File: src/rtl/cfg_reg_arbiter.sv
`default_nettype none
// ============================================================================
// Module   : cfg_reg_arbiter
// Purpose  : Holds the five PWM/output configuration registers and
//            round-robin arbitrates write access between port A (SPI frame
//            decoder) and port B (on-chip sequencer). Each accepted write
//            goes IDLE -> COMMIT -> ACK, so one write completes every 3 cycles.
// Ports    : clk, rst            - clock, synchronous active-high reset
//            req_a/addr_a/wdata_a/gnt_a - port A request, address, data, grant
//            req_b/addr_b/wdata_b/gnt_b - port B request, address, data, grant
//            err                 - pulses with a grant when that write was rejected
//            busy                - high in COMMIT and ACK
//            en_reg_out_7_0 .. pwm_duty_cycle - registers at 0x00..0x04
// Options  : CFG_ARB_LOCK_EN     - adds a port-A-only lock register at 0x05;
//                                  while lock=1 every port B write is rejected
// Revision : 1.0 - initial release
// ============================================================================
module cfg_reg_arbiter #(
    parameter int NREGS = 5
) (
    input  logic       clk,
    input  logic       rst,
    input  logic       req_a,
    input  logic [6:0] addr_a,
    input  logic [7:0] wdata_a,
    output logic       gnt_a,
    input  logic       req_b,
    input  logic [6:0] addr_b,
    input  logic [7:0] wdata_b,
    output logic       gnt_b,
    output logic       err,
    output logic       busy,
    output logic [7:0] en_reg_out_7_0,
    output logic [7:0] en_reg_out_15_8,
    output logic [7:0] en_reg_pwm_7_0,
    output logic [7:0] en_reg_pwm_15_8,
    output logic [7:0] pwm_duty_cycle
);

    typedef enum logic [1:0] {
        S_IDLE   = 2'd0,
        S_COMMIT = 2'd1,
        S_ACK    = 2'd2
    } state_t;

    localparam logic c_PORT_A = 1'b0;
    localparam logic c_PORT_B = 1'b1;

    state_t     state_q, state_d;
    logic       win_q, win_d;          // port that owns the write in flight
    logic       last_q, last_d;        // last_winner, resets to port B
    logic [6:0] addr_q, addr_d;
    logic [7:0] wdata_q, wdata_d;
    logic       rej_q, rej_d;
    logic [7:0] regs_q [NREGS];
    logic [7:0] regs_d [NREGS];

    logic       w_reg_sel;
    logic       w_lock_sel;
    logic       w_blocked;

`ifdef CFG_ARB_LOCK_EN
    logic       lock_q, lock_d;

    assign w_lock_sel = (addr_q == 7'h05) && (win_q == c_PORT_A);
    assign w_blocked  = (win_q == c_PORT_B) && lock_q;
`else
    assign w_lock_sel = 1'b0;
    assign w_blocked  = 1'b0;
`endif

    assign w_reg_sel = ({25'd0, addr_q} < NREGS);

    always_comb begin
        state_d = state_q;
        win_d   = win_q;
        last_d  = last_q;
        addr_d  = addr_q;
        wdata_d = wdata_q;
        rej_d   = rej_q;
        regs_d  = regs_q;
`ifdef CFG_ARB_LOCK_EN
        lock_d  = lock_q;
`endif
        unique case (state_q)
            S_IDLE: begin
                // On a tie the port that did not win last time goes first.
                if (req_a && (!req_b || (last_q == c_PORT_B))) begin
                    win_d   = c_PORT_A;
                    addr_d  = addr_a;
                    wdata_d = wdata_a;
                    state_d = S_COMMIT;
                end else if (req_b) begin
                    win_d   = c_PORT_B;
                    addr_d  = addr_b;
                    wdata_d = wdata_b;
                    state_d = S_COMMIT;
                end
            end
            S_COMMIT: begin
                if (w_blocked) begin
                    rej_d = 1'b1;
                end else if (w_reg_sel) begin
                    for (int i = 0; i < NREGS; i++) begin
                        if (addr_q == 7'(i)) begin
                            regs_d[i] = wdata_q;
                        end
                    end
                end else if (w_lock_sel) begin
`ifdef CFG_ARB_LOCK_EN
                    lock_d = wdata_q[0];
`endif
                end else begin
                    rej_d = 1'b1;
                end
                last_d  = win_q;
                state_d = S_ACK;
            end
            S_ACK: begin
                rej_d   = 1'b0;
                state_d = S_IDLE;
            end
            default: begin
                state_d = S_IDLE;
            end
        endcase
    end

    always_ff @(posedge clk) begin
        if (rst) begin
            state_q <= S_IDLE;
            win_q   <= c_PORT_A;
            last_q  <= c_PORT_B;
            addr_q  <= 7'd0;
            wdata_q <= 8'd0;
            rej_q   <= 1'b0;
            for (int i = 0; i < NREGS; i++) begin
                regs_q[i] <= 8'h00;
            end
`ifdef CFG_ARB_LOCK_EN
            lock_q  <= 1'b0;
`endif
        end else begin
            state_q <= state_d;
            win_q   <= win_d;
            last_q  <= last_d;
            addr_q  <= addr_d;
            wdata_q <= wdata_d;
            rej_q   <= rej_d;
            regs_q  <= regs_d;
`ifdef CFG_ARB_LOCK_EN
            lock_q  <= lock_d;
`endif
        end
    end

    // Grant is suppressed while reset is asserted so an aborted write never
    // acknowledges; the requester keeps req high and is served afterwards.
    assign gnt_a = (state_q == S_ACK) && (win_q == c_PORT_A) && !rst;
    assign gnt_b = (state_q == S_ACK) && (win_q == c_PORT_B) && !rst;
    assign err   = (state_q == S_ACK) && rej_q && !rst;
    assign busy  = (state_q != S_IDLE);

    assign en_reg_out_7_0  = regs_q[0];
    assign en_reg_out_15_8 = regs_q[1];
    assign en_reg_pwm_7_0  = regs_q[2];
    assign en_reg_pwm_15_8 = regs_q[3];
    assign pwm_duty_cycle  = regs_q[4];

endmodule
`default_nettype wire

File: config.mk
export PLATFORM = sky130hd
export DESIGN_NAME = cfg_reg_arbiter
export DESIGN_NICKNAME = d
export VERILOG_FILES = /design/src/rtl/cfg_reg_arbiter.sv
export SDC_FILE = /design/constraint.sdc
export NUM_CORES = 1
export LEC_CHECK = 0
export CORE_MARGIN = 2
export CORE_UTILIZATION = 40
export CTS_CLUSTER_DIAMETER = 120
export DETAILED_ROUTE_END_ITERATION = 7
export GPL_TIMING_DRIVEN = 0
export PLACE_DENSITY = 0.8
export REMOVE_ABC_BUFFERS = 1
export SYNTH_ARGS = -nofsm -noshare
export SYNTH_HDL_FRONTEND = slang
export SYNTH_SLANG_ARGS = --single-unit
File: constraint.sdc
create_clock -name clk -period 1.86 [get_ports clk]
set_input_delay 0.186 -clock clk [delete_from_list [all_inputs] [get_ports clk]]
set_output_delay 0.186 -clock clk [all_outputs]
set_load 0.01 [all_outputs]
==> results of run 1 <==
==> cells in the mapped netlist <==
cell	count
sky130_fd_sc_hd__dfxtp_1	60
sky130_fd_sc_hd__nand2b_1	49
sky130_fd_sc_hd__mux2i_1	40
sky130_fd_sc_hd__a21oi_1	17
sky130_fd_sc_hd__o21ai_0	16
sky130_fd_sc_hd__nand3b_1	15
sky130_fd_sc_hd__clkbuf_1	12
sky130_fd_sc_hd__a311oi_2	9
sky130_fd_sc_hd__a311oi_1	6
sky130_fd_sc_hd__nor2b_1	5
sky130_fd_sc_hd__buf_2	4
sky130_fd_sc_hd__buf_6	4
sky130_fd_sc_hd__nor2_1	3
sky130_fd_sc_hd__and2_1	2
sky130_fd_sc_hd__inv_1	2
sky130_fd_sc_hd__nand4_2	2
sky130_fd_sc_hd__nand4b_1	2
sky130_fd_sc_hd__a211o_1	1
sky130_fd_sc_hd__a211oi_1	1
sky130_fd_sc_hd__a21bo_2	1
sky130_fd_sc_hd__and2_4	1
sky130_fd_sc_hd__nand2_1	1
sky130_fd_sc_hd__nand3_2	1
sky130_fd_sc_hd__nor2_2	1
sky130_fd_sc_hd__nor3_1	1
sky130_fd_sc_hd__nor3b_2	1
sky130_fd_sc_hd__nor4_4	1
sky130_fd_sc_hd__or2_1	1
==> per-layer routing <==
metal | up-vias | global-route usage [%] | wire length, um
li1 | 1067 | - | -
met1 | 1013 | 22.49 | 2911
met2 | 58 | 29.18 | 3039
met3 | 11 | 3.272 | 257
met4 | 0 | 8.658 | 106
met5 | - | 0 | 0
==> power breakdown <==
group / internal (uW) / switching (uW)
Sequential: 1340 / 44.6
Clock: 887 / 505
Combinational: 202 / 194
==> area by class of cell <==
cell class | instances | area (um2) | area share [%]
Multi-Input combinational cell | 177 | 1378 | 36.90
Tap cell | 77 | 96.34 | 2.580
Clock buffer | 11 | 131.4 | 3.519
Sequential cell | 60 | 1202 | 32.21
Inverter | 2 | 7.507 | 0.2011
Clock inverter | 5 | 100.1 | 2.681
Timing Repair Buffer | 82 | 818.3 | 21.92
==> cell families after synthesis <==
family,count (synthesis)
muxes,40
buffers and inverters,22
and+or+nand+nor,86
AOI/OAI and AO/OA,51
DFF,60
==> stage by stage <==
| stage | setup TNS (ps) | cell area, um2 | hold slack [ps] | worst slack (ps) |
|---|---|---|---|---|
| finish | 0 | 3734 | 217.1 | 120.0 |
| global placement | -49230 | 3446 | 444.9 | -1307 |
| floorplan | 0 | 2579 | 253.9 | 302.8 |
| detailed placement | -9367 | 3461 | 455.7 | -548.9 |
| global route | 0 | 3734 | 226.2 | 35.59 |
| CTS | 0 | 3729 | 199.8 | 3.235 |
==> final timing paths <==
path	endpoint	slack, ps	depth (start not counted)
max	gnt_a	120	3
min	state_q[0]	220	2
max reg2reg	pwm_duty_cycle[2]	180	3
min reg2reg	rej_q	460	2
==> registers in the layout, summed over array words and instances (netlist names) <==
name / cells
en_reg_pwm_7_0: 8
rej_q: 1
wdata_q: 8
en_reg_out_7_0: 8
state_q: 2
last_q: 1
win_q: 1
en_reg_out_15_8: 8
addr_q: 7
en_reg_pwm_15_8: 8
pwm_duty_cycle: 8
==> what timing repair did <==
| action | 4_1_cts | 5_1_grt |
|---|---|---|
| resized for setup | 6 | 2 |
| hold buffers | 0 | 0 |
| buffers inserted | 4 | 0 |
| pin swaps | 3 | 0 |
| gates cloned | 0 | 0 |
| setup endpoints to repair | 33 | 17 |
==> summary.md, run 1 <==
| Metric | Value |
|---|---|
| Share of final-layout standard cells stronger than drive strength 1 | `11.87%` |
| Mux share of post-synthesis cell area | `~15%` |
| Ratio of routed vias to standard cells | `5.191` |
| Overall power consumption | `roughly 3200 uW` |
| Clk sink count | `60` |
| Post-synth cell types | `28` |
| CTS H-tree lvls | `3` |
| Beginning of the critical path | `state_q[0]` |
| Number of iterations in the first detailed-routing pass | `4` |
| Die width | `85.99 um` |
| Slowest cell on crit path | `sky130_fd_sc_hd__clkdlybuf4s50_1` |
| Max-slew violations | `0` |
| DR DRC count | `0` |
| Top library cells by usage in the layout, fill and taps aside | `72 x sky130_fd_sc_hd__clkdlybuf4s50_1, 59 x sky130_fd_sc_hd__dfxtp_1, 49 x sky130_fd_sc_hd__nand2b_1` |
| Overflow after GRT | `0` |
| CP Capture Type | `output port` |
| Total die area | `0.007394 mm2` |
| Core area | `0.006422 mm2` |
| Crit path required time | `1670 ps` |
| Share of the synthesized area in the top cell type | `44.67%` |
| Post-DRT Antenna Nets | `0` |
| Number of buffers created by CTS | `9` |
| Period utilisation layout | `93.55%` |
| Avg Cell Area, Syn | `10.38 um2` |
| Antenna violations before repair | `0` |
| Final core utilization | `58.13%` |
| Number of antenna repair diodes | `0` |
| Most area-consuming cells after synthesis | `sky130_fd_sc_hd__dfxtp_1 45%, sky130_fd_sc_hd__mux2i_1 15%, sky130_fd_sc_hd__nand2b_1 11%` |
| Seq cells post-synth | `60` |
| Crit path cell chain | `nand2b_1, nor3_1, clkdlybuf4s50_1` |
| Nature of the critical path startpoint | `flip-flop` |
| Synthesized instance count | `259` |
| Half-perimeter wire length of the detailed placement result | `4153 um` |
| Worst hold start | `rst` |
| Final critical delay including setup and external delays | `1740 ps` |
| Hold Crit Class | `in -> reg` |
| Pin count of the biggest net entering global routing | `56` |
| Total number of nets in the final design | `366` |
| P per Cell Area | `850.1 mW/mm2` |
| Clk Tree Root Cell | `sky130_fd_sc_hd__clkbuf_8` |
| Cell taking the most area after synthesis | `sky130_fd_sc_hd__dfxtp_1` |
| Result of the run | `completed` |
| Per-cell routed wire length | `between 15 and 20 um` |
| Total Wirelength | `about 6300 um` |
| Netlist area before placement | `0.002689 mm2` |
| Hold violation total from the final report | `0` |
| Most frequent standard cell in the layout excluding fill and tap cells | `sky130_fd_sc_hd__clkdlybuf4s50_1` |
| Main combinational cell family by area after synthesis | `simple AND/OR/NAND/NOR gates` |
| Global placer's final weighted congestion | `0.7627` |
| FP Rows | `29` |
| Relative max-transition margin | `40.53%` |
| Fill cell instance count of the final layout | `roughly 560` |
| Maximum clock path buffer count | `2` |
| IO Port Bufs | `77` |
| Reg-to-reg critical path startpoint | `addr_q[3]` |
| Slew of the pin with the lowest slew margin | `about 900 ps` |
| Category of the most critical setup path | `reg -> out` |
| RSZ-0062 raised after global routing | `false` |
| Final setup violation count | `0` |
| Clock-pin slew on the worst setup and hold paths | `60 ps` |
| Max Fanout on Critical Path | `4` |
| Ys Warns | `0` |
| Peak supply drop | `about 0.00048 V` |
| Highest Clock Rate | `between 500 and 600 MHz` |
| Vias in the first global route | `2074` |
| Max stage delay on crit path | `approximately 550 ps` |
| Area share of and/or/nand/nor cells after synthesis | `a little over a fifth` |
| Number of buffer and inverter instances along the worst setup path | `1` |
| Synth Area in XOR/XNOR | `0%` |
| P_leak | `0.001571 uW` |
| Iter 0 DRT Violations | `81` |
| Final worst clock skew | `8.500 ps` |
| Share of synthesized area occupied by flip-flops and latches | `44.67%` |
| Arrival time of the worst setup path | `roughly 1600 ps` |
| Effective utilization at floorplan | `approximately two fifths` |
| CTS tree | `yes` |
| Chip height | `~86 um` |
| Aggregate global-route resource usage | `about 18%` |
| Placed cell count | `394` |
| Top Ports | `78` |
| Compound-cell area share of the yosys netlist | `14.10%` |
| Adder-Cell Fraction of Synth Area | `0%` |
| Global-route wire length before repair | `about 10000 um` |
| Post-synthesis to final-layout area growth | `38.86%` |
| Cell type group with the largest total delay on the critical path | `buffers and inverters` |
| Total vias in the final route | `2149` |
| Insertion delay to the later sink of the worst-skew pair | `340 ps` |
| Layout Cells excl Fill | `414` |
| Maximum Capacitance Violations | `0` |
(Power assumes the default switching activity.)
==> run 2: changes to the inputs <==
--- a/config.mk
+++ b/config.mk
@@ -9,8 +9,9 @@
 export CORE_UTILIZATION = 40
 export CTS_CLUSTER_DIAMETER = 120
 export DETAILED_ROUTE_END_ITERATION = 7
+export GPL_ROUTABILITY_DRIVEN = 0
 export GPL_TIMING_DRIVEN = 0
-export PLACE_DENSITY = 0.8
+export PLACE_DENSITY = 0.67
 export REMOVE_ABC_BUFFERS = 1
 export SYNTH_ARGS = -nofsm -noshare
 export SYNTH_HDL_FRONTEND = slang
==> run 2 against run 1 <==
  * Die area did not move
  * Global-route usage fell by 0.53 points
  * Fmax fell by 2.4%
  * Sequential share of layout area rose by 0.13 points
  * Register-to-register slack got worse by 40 ps
  * Clock power fell by 27%
  * First-iteration DRC count fell by 28%
  * Combinational power rose by 6.0%
  * Sequential power barely moved
  * Design area fell by 0.40%
  * Critical endpoint is now gnt_b
==> summary.md, run 2 (synthesis results as in run 1) <==
| Metric | Value |
|---|---|
| Most frequent standard cell in the layout excluding fill and tap cells | `sky130_fd_sc_hd__clkdlybuf4s50_1 (unchanged)` |
| Ratio of routed vias to standard cells | `5.069 (was 5.191)` |
| Overall power consumption | `2828 uW (was 3174 uW)` |
| Post-synthesis to final-layout area growth | `38.30% (was 38.86%)` |
| Effective utilization at floorplan | `41.87% (unchanged)` |
| Per-cell routed wire length | `15.26 um (about the same)` |
| Max-slew violations | `0 (unchanged)` |
| Number of antenna repair diodes | `0 (unchanged)` |
| Highest Clock Rate | `560.6 MHz (was 574.7 MHz)` |
| Period utilisation layout | `95.90% (was 93.55%)` |
| Clk Tree Root Cell | `sky130_fd_sc_hd__clkbuf_8 (unchanged)` |
| Total number of nets in the final design | `371 (was 366)` |
| Top library cells by usage in the layout, fill and taps aside | `75 x sky130_fd_sc_hd__clkdlybuf4s50_1, 59 x sky130_fd_sc_hd__dfxtp_1, 48 x sky130_fd_sc_hd__nand2b_1 (was 72 x sky130_fd_sc_hd__clkdlybuf4s50_1, 59 x sky130_fd_sc_hd__dfxtp_1, 49 x sky130_fd_sc_hd__nand2b_1)` |
| Category of the most critical setup path | `reg -> out (unchanged)` |
| Peak supply drop | `0.0003344 V (was 0.0004779 V)` |
| Number of buffers created by CTS | `9 (unchanged)` |
| FP Rows | `29 (unchanged)` |
| Max stage delay on crit path | `530 ps (was 550 ps)` |
| Insertion delay to the later sink of the worst-skew pair | `330 ps (was 340 ps)` |
| P per Cell Area | `760.5 mW/mm2 (was 850.1 mW/mm2)` |
| Overflow after GRT | `0 (unchanged)` |
| Total die area | `0.007394 mm2 (unchanged)` |
| Final setup violation count | `0 (unchanged)` |
| Finished layout cell area | `0.003719 mm2 (was 0.003734 mm2)` |
| Die width | `85.99 um (unchanged)` |
| Antenna violations before repair | `0 (unchanged)` |
| Final worst clock skew | `8.466 ps (was 8.500 ps)` |
| Maximum clock path buffer count | `2 (unchanged)` |
| Iter 0 DRT Violations | `58 (was 81)` |
| Crit path required time | `1670 ps (about the same)` |
| Slew of the pin with the lowest slew margin | `871.1 ps (was 888.0 ps)` |
| DR DRC count | `0 (unchanged)` |
| GR met1 Demand/Resource | `20.62% (was 22.49%)` |
| Met3 usage | `4.139% (was 3.272%)` |
| Post-Route Hold Slack | `286.8 ps (was 217.1 ps)` |
| Top Ports | `78 (unchanged)` |
| Dpl cell area | `0.003461 mm2 (unchanged)` |
| CTS H-tree lvls | `3 (unchanged)` |
| Slowest cell on crit path | `sky130_fd_sc_hd__clkdlybuf4s50_1 (unchanged)` |
| Worst setup slack after placement | `-626.1 ps (was -548.9 ps)` |
| Hold violation total from the final report | `0 (unchanged)` |
| Share of final-layout standard cells stronger than drive strength 1 | `13.74% (was 11.87%)` |
| Crit path cell chain | `nand2b_4, nor2_1, and2_1, clkdlybuf4s50_1 (was nand2b_1, nor3_1, clkdlybuf4s50_1)` |
| CTS tree | `yes (unchanged)` |
| Total Wirelength | `6394 um (was 6316 um)` |
| Most heavily used metal layer in global routing | `met2 (unchanged)` |
| Placed cell count | `394 (unchanged)` |
| CP Capture Type | `output port (unchanged)` |
| Cell type group with the largest total delay on the critical path | `buffers and inverters (unchanged)` |
| Final critical delay including setup and external delays | `1784 ps (was 1740 ps)` |
| RSZ-0062 raised after global routing | `false (unchanged)` |
| Arrival time of the worst setup path | `1600 ps (was 1550 ps)` |
| Result of the run | `completed (unchanged)` |
| Half-perimeter wire length of the detailed placement result | `4194 um (was 4153 um)` |
| Pin count of the biggest net entering global routing | `41 (was 56)` |
| Met2 global-route usage | `29.32% (was 29.18%)` |
| Chip height | `85.99 um (unchanged)` |
| Hold Crit Class | `in -> reg (unchanged)` |
| Aggregate global-route resource usage | `17.28% (was 17.81%)` |
| P_leak | `0.001544 uW (was 0.001571 uW)` |
| Global-route wire length before repair | `9825 um (was 10050 um)` |
| Relative max-transition margin | `41.66% (was 40.53%)` |
| Core area | `0.006422 mm2 (unchanged)` |
| Total vias in the final route | `2124 (was 2149)` |
| Post-DRT Antenna Nets | `0 (unchanged)` |
| Number of buffer and inverter instances along the worst setup path | `1 (unchanged)` |
| Clock-pin slew on the worst setup and hold paths | `70 ps (was 60 ps)` |
| Number of iterations in the first detailed-routing pass | `4 (unchanged)` |
| Maximum Capacitance Violations | `0 (unchanged)` |
| Vias in the first global route | `1970 (was 2074)` |
| Clk sink count | `60 (unchanged)` |
| IO Port Bufs | `77 (unchanged)` |
| Final worst-path setup slack | `76.34 ps (was 120.0 ps)` |
| Max Fanout on Critical Path | `4 (unchanged)` |
| Nature of the critical path startpoint | `flip-flop (unchanged)` |
| Layout Cells excl Fill | `419 (was 414)` |
==> run 2: path summary, 6_finish.rpt <==
path                                        start           endpoint  slack [ps]  cells past startpoint
worst max register to register          addr_q[3]  pwm_duty_cycle[4]         140                      3
worst max-delay path                   state_q[0]              gnt_b          80                      4
worst min-delay path                          rst         wdata_q[0]         290                      2
worst min register to register  en_reg_out_7_0[3]  en_reg_out_7_0[3]         470                      2
==> run 2: through the flow <==
step,setup TNS [ps],utilization (%)
floorplan,0,-
global placement,-53690,53.65
detailed placement,-9747,53.89
CTS,0,57.00
global route,0,57.90
finish,0,57.90
==> run 2: power by group <==
group,leakage [uW],internal (uW),switching (uW),total (uW)
Combinational,0.000967,224,197,421
Sequential,0.000489,1340,46.9,1390
Clock,0.0000889,510,509,1020
==> run 2: final cells by class <==
type	instances	area (um2)
clock buffer	11	141.4
timing repair buffer	87	858.3
clock inverter	5	27.53
tap	77	96.34
sequential	60	1202
multi-input combinational	177	1385
fill	582	2704
inverter	2	7.507
==> run 2: what timing repair did <==
action                     in CTS  in global routing
pin swaps                       3                  1
hold buffers                    0                  0
buffers inserted                3                  6
setup endpoints to repair      30                 18
gates resized for setup         4                  3
==> run 2: per-layer routing <==
layer / routed length (um) / vias to the layer above
met1: 2867 / 988
met5: 0 / -
met4: 106 / 0
met2: 3147 / 55
li1: - / 1072
met3: 272 / 9
==> RTL edit 1: new RTL, flow settings as in run 2 <==
The parameter `NREGS` goes from 5 to 6.
--- a/src/rtl/cfg_reg_arbiter.sv
+++ b/src/rtl/cfg_reg_arbiter.sv
@@ -17,5 +17,5 @@
 // ============================================================================
 module cfg_reg_arbiter #(
-    parameter int NREGS = 5
+    parameter int NREGS = 6
 ) (
     input  logic       clk,
Check against the original RTL: not equivalent (a bounded check fails within 4 cycles, from zero or initial values and one cycle with rst high).
==> RTL edit 1 against run 2 <==
Setup slack gained 0.038 ns. Synthesized area shrank 2.3%. Total power grew 11%. Sequential cell count is the same. Maximum frequency grew 2.2%. Routed wire length shrank 1.4%. Final area shrank 0.17%. Final cell count shrank 0.48%. Critical path type is now reg2reg.
==> RTL edit 1: results (changes against run 2) <==
outcome=complete, no violations; initial DRC count=84 (+45%); vias in the first global route=1941 (-1.5%); number of fill cells in the layout=555 (-4.6%); Worst Path Max Fanout=8 (+4); Post-CTS Resized=7 (+3); Critical Path AT=1.95 ns (+0.35 ns); initial antenna violation count=0 (unchanged); fin crit period=1.75 ns (-0.0376 ns); nets=369 (-0.54%); sequential area share after synthesis=0.457 (+0.0104); # diodes=0 (unchanged); fraction of layout cells with a size suffix above 1=0.103 (-0.0345); H-tree depth=3 (unchanged); Synth area leaders=dfxtp_1 46%, mux2i_1 15%, nand2b_1 12%; Root Driver=clkbuf_8; clock buffer depth=2 (unchanged); first-pass GRT wire length=9.88 mm (+0.56%); placed wire-length estimate=4.12 mm (-1.9%); R2R Setup Slk=0.11 ns (-0.03 ns); setup total negative slack=0 ns (unchanged); Total Routing Usage GR=0.174 (+0.00122); Worst Skew=0.00787 ns (-0.000597 ns); Clock Pin Slew Worst Setup and Hold Paths=0.06 ns; Setup WS pre-CTS=-0.749 ns (-0.122 ns); Min Hold Slack=0.439 ns (+0.152 ns); drt total wl=6.31 mm (-1.4%); asr flop ratio synth=0 (unchanged); worst min-delay path startpoint=wdata_b[3]; DR vias/cell=5.11 (+0.81%); Post-CTS Repair Setup Buffers=1 (-2); relative slew slack=0.405 (-0.0115); DP Area=3410 um2 (-1.3%); largest net degree at the start of global routing=38 (-7.3%); Synth top cells by count=60 x dfxtp_1, 49 x nand2b_1, 40 x mux2i_1; Synthesis Warnings=0 (unchanged); drt first pass iters=4 (unchanged); P_leak=1.58 nW (+2.5%); count of different cell masters after synthesis=25 (-11%); Peak VDD IR=390 uV (+17%)
[RTL edit 1: layer usage]
layer,vias up,GRT usage,wire (um)
li1,1073,-,-
met5,-,0,0
met3,12,0.0389,309
met1,979,0.212,2750
met4,0,0.0967,173
met2,67,0.283,3080
[RTL edit 1: cell type report]
class | instances | area (um2) | area share
multi-input cells | 178 | 1330 | 0.358
flip-flops and latches | 60 | 1200 | 0.324
repair buffers | 84 | 842 | 0.227
clock buffers | 13 | 169 | 0.0455
well taps | 77 | 96.3 | 0.0260
clock inverters | 3 | 67.6 | 0.0182
inverters | 2 | 7.51 | 0.00202
[RTL edit 1: worst paths after layout]
path / end / cells after the start
worst max register to register: pwm_duty_cycle[3] / 3
worst min-delay path: wdata_q[3] / 3
worst max-delay path: pwm_duty_cycle[3] / 3
worst min register to register: rej_q / 2
[RTL edit 1: cell families after synthesis]
| group | Yosys count | synth area share |
|---|---|---|
| buf+inv | 21 | 0.0419 |
| mux | 40 | 0.152 |
| flops | 60 | 0.457 |
| compound gates | 50 | 0.121 |
| simple gates | 88 | 0.228 |
[RTL edit 1: through the flow]
step,total power [mW],cells
floorplan,1.61,240
global placement,1.77,394
detailed placement,1.78,395
CTS,3.14,412
global route,3.27,417
finish,3.14,417
[RTL edit 1: power breakdown]
| group | total (mW) | internal [mW] | switching (mW) |
|---|---|---|---|
| clock | 1.36 | 0.865 | 0.500 |
| sequential | 1.39 | 1.34 | 0.0476 |
| combinational | 0.388 | 0.205 | 0.183 |
| total | 3.14 | 2.41 | 0.731 |
[RTL edit 1: worst max-delay path: stages (launching register included)]
cell and delay (ns):
dfxtp_1 0.37, nor4_4 0.51, nand4_2 0.51, mux2i_1 0.23
==> RTL edit 2: new RTL, settings of run 2 <==
Without the edit above. `wdata_q` no longer has a reset.
--- a/src/rtl/cfg_reg_arbiter.sv
+++ b/src/rtl/cfg_reg_arbiter.sv
@@ -133,5 +133,4 @@
             last_q  <= c_PORT_B;
             addr_q  <= 7'd0;
-            wdata_q <= 8'd0;
             rej_q   <= 1'b0;
             for (int i = 0; i < NREGS; i++) begin
@@ -146,5 +145,4 @@
             last_q  <= last_d;
             addr_q  <= addr_d;
-            wdata_q <= wdata_d;
             rej_q   <= rej_d;
             regs_q  <= regs_d;
@@ -153,4 +151,8 @@
 `endif
         end
+    end
+
+    always_ff @(posedge clk) begin
+        wdata_q <= wdata_d;
     end
 
Check against the original RTL: same outputs for any inputs over 10 cycles, from zero or initial values and one cycle with rst high; that may be too few to reach the edited logic, so the function may still have changed.
==> RTL edit 2 against run 2 <==
Final area fell by 6.7%. Total power shrank 1.6%. Synthesized area shrank 8.0%. Non-clock buffer count is 8 lower. Setup slack better by 0.021 ns. Sequential cell count is the same. Synthesized cell count shrank 10%. Routed wire length is 14% lower. Largest cell class is now sequential cells. Final cell count fell by 7.2%.
==> RTL edit 2: results (changes against run 2) <==
outcome=complete, no violations; Min Hold Slack=0.433 ns (+0.146 ns); total number of vias=1951 (-8.1%); GR Util met3=0.0511 (+0.00970); sequential area share after synthesis=0.518 (+0.0710); drt wl/cell=14.2 um (-7.0%); P_leak=1.42 nW (-7.9%); number of fill cells in the layout=548 (-5.8%); count of different cell masters after synthesis=32 (+14%); Synth area leaders=dfxtp_1 42%, mux2i_1 16%, edfxtp_1 9.7%; EDFF count, synth=8 (+8); crit-path max cell delay=0.64 ns (+0.11 ns); fraction of layout cells with a size suffix above 1=0.118 (-0.0196); first-pass GRT wire length=8.54 mm (-13%); Setup WS pre-CTS=-0.648 ns (-0.0215 ns); met1 usage=0.210 (+0.00372); Finished Cell Area=3470 um2 (-6.7%); nets=343 (-7.5%); post-synthesis mux area share=0.198 (+0.0493); kind of cell adding the most delay to the critical path=simple AND/OR/NAND/NOR gates; Synth Area in Compound Gates=0.0672 (-0.0738); vias in the first global route=1859 (-5.6%); Worst-Margin Slew=0.550 ns (-0.321 ns); DP Cell Count=373 (-5.3%); Worst Path Max Fanout=8 (+4); R2R Setup Slk=0.1 ns (-0.04 ns); drt total wl=5.52 mm (-14%); largest family of logic cells by synthesized area=multiplexers; met2 usage=0.278 (-0.0149); Total Routing Usage GR=0.172 (-0.00106)
[RTL edit 2: cells by family after synthesis]
kind of cell    Yosys count
simple gates             83
flops                    60
mux                      48
compound gates           25
buf+inv                  17
[RTL edit 2: metal layers]
layer	vias to the layer above	routed length [um]
met5	-	0
met4	0	95
met3	10	387
met2	67	2500
met1	901	2540
li1	973	-
[RTL edit 2: worst max path at each step]
| stage | start | to | slack (ns) |
|---|---|---|---|
| floorplan | last_q | wdata_q[0] | 0.23 |
| global placement | rst | en_reg_out_7_0[6] | -1.20 |
| detailed placement | req_b | wdata_q[4] | -0.65 |
| CTS | state_q[0] | gnt_b | 0.05 |
| global route | state_q[0] | en_reg_pwm_7_0[1] | 0.01 |
| finish | state_q[0] | en_reg_pwm_7_0[1] | 0.1 |
[RTL edit 2: area by class of cell]
cell class / instances / area share
clock buffer: 11 / 0.0408
inverter: 3 / 0.00361
clock inverter: 5 / 0.00793
timing repair buffer: 79 / 0.232
tap: 75 / 0.0270
sequential: 60 / 0.369
multi-input combinational: 156 / 0.320
